**src/rtl/data_table_dispatch.sv**
```systemverilog
// data_table_dispatch: opcode dispatcher with engine ownership, data-RAM port mux and RAM-clear sequencer.
// Optional DT_CONFLICT_CNT_EN adds a saturating conflict-cycle counter output.
module data_table_dispatch #(
  parameter int DIR_CNT      = 3,
  parameter int OPCODE_WIDTH = 2,
  parameter int A_WIDTH      = 10,
  parameter int D_WIDTH      = 64,
  parameter int BUSY_LAT     = 2
) (
  input  logic                       clk_i,
  input  logic                       rst_n_i,
  input  logic [OPCODE_WIDTH-1:0]    cmd_opcode_i,
  input  logic                       cmd_valid_i,
  output logic                       cmd_ready_o,
  output logic                       cmd_drop_o,
  output logic [DIR_CNT-1:0]         task_valid_o,
  input  logic [DIR_CNT-1:0]         task_ready_i,
  input  logic [DIR_CNT-1:0]         busy_i,
  input  logic [DIR_CNT-1:0]         eng_rd_en_i,
  input  logic [DIR_CNT*A_WIDTH-1:0] eng_rd_addr_i,
  input  logic [DIR_CNT-1:0]         eng_wr_en_i,
  input  logic [DIR_CNT*A_WIDTH-1:0] eng_wr_addr_i,
  input  logic [DIR_CNT*D_WIDTH-1:0] eng_wr_data_i,
  output logic                       ram_rd_en_o,
  output logic [A_WIDTH-1:0]         ram_rd_addr_o,
  output logic                       ram_wr_en_o,
  output logic [A_WIDTH-1:0]         ram_wr_addr_o,
  output logic [D_WIDTH-1:0]         ram_wr_data_o,
  input  logic                       clear_run_i,
  output logic                       clear_busy_o,
  output logic                       clear_done_o,
`ifdef DT_CONFLICT_CNT_EN
  output logic [15:0]                conflict_cnt_o,
`endif
  output logic                       conflict_o
);
  localparam int OW = DIR_CNT > 1 ? $clog2(DIR_CNT) : 1;
  localparam int HW = $clog2(BUSY_LAT + 2);
  typedef enum logic {IDLE, CLEAR} state_t;
  state_t state, state_nx;
  logic owner_vld;
  logic [OW-1:0] owner;
  logic [HW-1:0] hold;
  logic [A_WIDTH-1:0] clr_addr;
  logic valid_op, owner_ok, accept, drop_nx, conflict_now;
  always_comb begin
    valid_op = int'(cmd_opcode_i) < DIR_CNT;
    owner_ok = !owner_vld || int'(owner) == int'(cmd_opcode_i);
    task_valid_o = '0;
    cmd_ready_o = 1'b0;
    if (state == IDLE) begin
      cmd_ready_o = !valid_op;
      for (int k = 0; k < DIR_CNT; k++)
        if (int'(cmd_opcode_i) == k && owner_ok) begin
          task_valid_o[k] = cmd_valid_i;
          cmd_ready_o = task_ready_i[k];
        end
    end
    accept  = cmd_valid_i && cmd_ready_o && valid_op;
    drop_nx = cmd_valid_i && cmd_ready_o && !valid_op;
    state_nx = state == IDLE ? (clear_run_i && !owner_vld ? CLEAR : IDLE)
                             : (&clr_addr ? IDLE : CLEAR);
  end
  // Lowest-index engine wins each port; the clear sequencer overrides the write port.
  always_comb begin
    ram_rd_en_o = 1'b0;
    ram_rd_addr_o = '0;
    ram_wr_en_o = 1'b0;
    ram_wr_addr_o = '0;
    ram_wr_data_o = '0;
    for (int k = DIR_CNT - 1; k >= 0; k--) begin
      if (eng_rd_en_i[k]) begin
        ram_rd_en_o = 1'b1;
        ram_rd_addr_o = eng_rd_addr_i[k*A_WIDTH +: A_WIDTH];
      end
      if (eng_wr_en_i[k]) begin
        ram_wr_en_o = 1'b1;
        ram_wr_addr_o = eng_wr_addr_i[k*A_WIDTH +: A_WIDTH];
        ram_wr_data_o = eng_wr_data_i[k*D_WIDTH +: D_WIDTH];
      end
    end
    if (state == CLEAR) begin
      ram_wr_en_o = 1'b1;
      ram_wr_addr_o = clr_addr;
      ram_wr_data_o = '0;
    end
    conflict_now = $countones(eng_rd_en_i) > 1 || $countones(eng_wr_en_i) > 1 ||
                   (state == CLEAR && |eng_wr_en_i);
    clear_busy_o = state == CLEAR;
    clear_done_o = state == CLEAR && &clr_addr;
  end
  always_ff @(posedge clk_i or negedge rst_n_i) begin
    if (!rst_n_i) begin
      state <= IDLE;
      owner_vld <= 1'b0;
      owner <= '0;
      hold <= '0;
      clr_addr <= '0;
      cmd_drop_o <= 1'b0;
      conflict_o <= 1'b0;
    end else begin
      state <= state_nx;
      clr_addr <= state == CLEAR ? clr_addr + A_WIDTH'(1) : '0;
      cmd_drop_o <= drop_nx;
      conflict_o <= conflict_o | conflict_now;
      if (accept) begin
        owner <= OW'(cmd_opcode_i);
        owner_vld <= 1'b1;
        hold <= HW'(BUSY_LAT);
      end else if (owner_vld) begin
        if (hold != '0) hold <= hold - HW'(1);
        else if (!busy_i[owner]) owner_vld <= 1'b0;
      end
    end
  end
`ifdef DT_CONFLICT_CNT_EN
  always_ff @(posedge clk_i or negedge rst_n_i) begin
    if (!rst_n_i) conflict_cnt_o <= '0;
    else if (conflict_now && conflict_cnt_o != 16'hFFFF) conflict_cnt_o <= conflict_cnt_o + 16'd1;
  end
`endif
endmodule

```
**config.mk**
```make
export PLATFORM = sky130hd
export DESIGN_NAME = data_table_dispatch
export DESIGN_NICKNAME = d
export VERILOG_FILES = /design/src/rtl/data_table_dispatch.sv
export SDC_FILE = /design/constraint.sdc
export NUM_CORES = 1
export LEC_CHECK = 0
export BUFFER_PORTS_ARGS = -buffer_cell sky130_fd_sc_hd__buf_2
export CAP_MARGIN = 10
export CORE_AREA = 2 2 141 143
export DETAILED_ROUTE_END_ITERATION = 12
export DIE_AREA = 0 0 143 145
export PLACE_DENSITY = 0.47
export SLEW_MARGIN = 5
export SYNTH_ARGS = -nofsm -noshare
export SYNTH_HDL_FRONTEND = slang
export SYNTH_SLANG_ARGS = --single-unit
```
**constraint.sdc**
```tcl
create_clock -name clk_i -period 3.5 [get_ports clk_i]
set_input_delay 0.525 -clock clk_i [delete_from_list [all_inputs] [get_ports clk_i]]
set_output_delay 0.525 -clock clk_i [all_outputs]
set_load 0.02 [all_outputs]
```
==> run metrics <==
status completed; CP arrival 1900 ps; Post-CTS Setup Inserts 0; family with the most delay on the worst path buffers and inverters; cts hold-fix bufs 0; WL per Instance 14.3 µm; Synth Register Bits 18; clk_lat worst skew 250 ps; area of the core 19,200 µm²; Final Hold Fails 0; Via Count 4,742; vias in the first global route 4,677; clock root buffer clkbuf_16; clk buf depth 2; Comb pwr share 54.2%; Crit Path Max Fanout 61; synthesized area 2960 µm²; r2r startpoint clear_busy_o$_DFF_PN0_; crit path launch type input pin; nets 1,100; cells along the critical path buf_4 -> buf_4 -> nor2_1 -> a21oi_1 -> o21ai_1 -> buf_2; iteration count of the initial detailed-routing pass 4; area delta synth->final 70.8%; RSZ-0062 raised after global routing false; IO Port Bufs 363; DRT iter0 DRCs 252; Via density 4.35; sequential fraction of the synthesis area 15.2%; Util after Layout 26.3%; Worst path slowest cell buf_4; Sw Ratio 40.3%; Yosys top cell by area a22oi_1; share of cells above drive strength 1 46.2%; Slew Viols, Final 0; Final HPWL DP 12.7 mm; CP max stage delay 500 ps; Routed WL 15.6 mm; CTS Buf Count 3; synthesized area per cell 5.95 µm²; Worst setup EP type primary output; CTS clk-pin slew, worst paths 50 ps; maximum clock frequency 412 MHz; Mapped Nets 772; P per Cell Area 246 nW/µm²; Filler cells 2,243; CP most frequent cell buf_4; GRT overflow 0; minimum clock period 2420 ps; worst rel slew slack 56.2%; first-pass GRT wire length 24.1 mm; Main synth FF type dfrtp_1; Synth top area share 20.8%; DRC 0; max cap viols 0; htree depth 1; # rows 51; Sw Pwr 500 µW; count leader, synth nor2_1; Worst Path Buf+Inv 3; critical path depth 6; die area 20,700 µm²; Post-CTS Resized 0; clock share of power 18.8%; TNS Setup 0 ps; clock sinks 18; top cells by area, synth a22oi_1, nor2_1, dfrtp_1, a21oi_1, clkbuf_1; Synth Warn # 0; initial core utilization 15.4%; Die Span Y 145 µm; CP Launch Point eng_wr_en_i[0]; Final GP Congestion 0.871; Worst Tran Pin Value 658 ps; R2R cell count 5; Post-DRT Antenna Nets 0; top cells by count, synth nor2_1, a22oi_1, a21oi_1; Worst EP required 2970 ps; Syn Inst Count 498; static leakage 2.67 nW; Setup Skew 1.16 ps; Ant. Diodes 0; initial antenna violation count 1; EDFF count, synth 0; CTS tree built; gr usage total 14.2%; sequential share of power 27.0%; endpoints failing setup 0; period utilization 69.3%; chip width 143 µm; Ports 364; Int Pwr 742 µW; VDD IR max 0.154 mV; post-synth cell types 37; largest net degree at the start of global routing 66; critical path type input pin to primary output; hold crit path type input pin to asynchronous set/reset pin; share of flip-flops with an asynchronous set or reset 100%
[through the flow]
step	cells	instance area, µm²	worst slack [ps]	hold WS, ps	power (mW)
CTS	1090	5060	1040	224	1.26
detailed placement	1086	4980	1050	479	1.01
global route	1090	5060	887	229	1.36
finish	1090	5060	1080	208	1.24
floorplan	498	2960	1380	229	0.727
global placement	1086	4980	1040	475	1.01
[cell usage in the layout, fill, tap and decap left out, types with 3 or more instances in the layout]
cell	instances
buf_4	9
clkbuf_16	3
dfrtp_1	17
and2_1	4
nor2_1	147
nand3_1	6
buf_2	362
a22oi_1	82
ha_1	4
nor2b_1	5
and3_1	3
xnor2_1	3
or3_1	5
a21boi_1	4
a21oi_1	80
nand2_1	30
o21ai_1	20
inv_1	6
o21ai_0	8
[per-layer routing]
metal / global-route usage, % / vias up / part of all wire (%)
li1: - / 2429 / -
met1: 17.9 / 2104 / 42
met2: 26.4 / 197 / 51
met3: 1.62 / 10 / 6.0
met4: 1.58 / 2 / 0.63
met5: 0 / - / 0.051
[layout make-up]
| cell class | count | area [µm²] | share of cell area (%) |
|---|---|---|---|
| well taps | 265 | 332 | 6.56 |
| clock buffers | 4 | 78.8 | 1.56 |
| inverters | 6 | 22.5 | 0.445 |
| multi-input cells | 425 | 2270 | 44.9 |
| flip-flops and latches | 18 | 454 | 8.98 |
| repair buffers | 372 | 1900 | 37.6 |
[cell families (layout without fill, tap and decap cells)]
family	count (synthesis)	after routing	synth area share (%)
fa+ha+maj	4	4	1.69
xor+xnor	4	4	1.18
flops	18	18	15.2
mux	1	1	0.338
compound gates	203	203	42.5
buf+inv	55	382	8.37
simple gates	213	213	30.7
[sequential cells by signal, indices dropped and copies added, names as in the netlist]
| signal | count |
|---|---|
| hold | 2 |
| cmd_drop_o | 1 |
| owner_vld | 1 |
| clr_addr | 10 |
| conflict_o | 1 |
| clear_busy_o | 1 |
| owner | 2 |
[final timing paths]
check	endpoint	slack (ps)
worst max register to register	owner[1]$_DFFE_PN0P_	1790
worst min register to register	clr_addr[0]$_DFF_PN0_	490
worst min-delay path	hold[0]$_DFFE_PN0P_	210
max in group asynchronous	clear_busy_o$_DFF_PN0_	2950
min in group clk_i	clr_addr[0]$_DFF_PN0_	490
worst max-delay path	ram_wr_addr_o[9]	1080
[power groups by stage]
stage	Sequential (mW)	Clock (mW)	Combinational (mW)
2_1_floorplan	0.320	0	0.407
3_3_place_gp	0.338	0	0.671
3_5_place_dp	0.339	0	0.676
4_1_cts	0.335	0.242	0.679
5_1_grt	0.347	0.254	0.763
6_report	0.335	0.234	0.673
No activity file was read; power rests on OpenSTA's default activity.
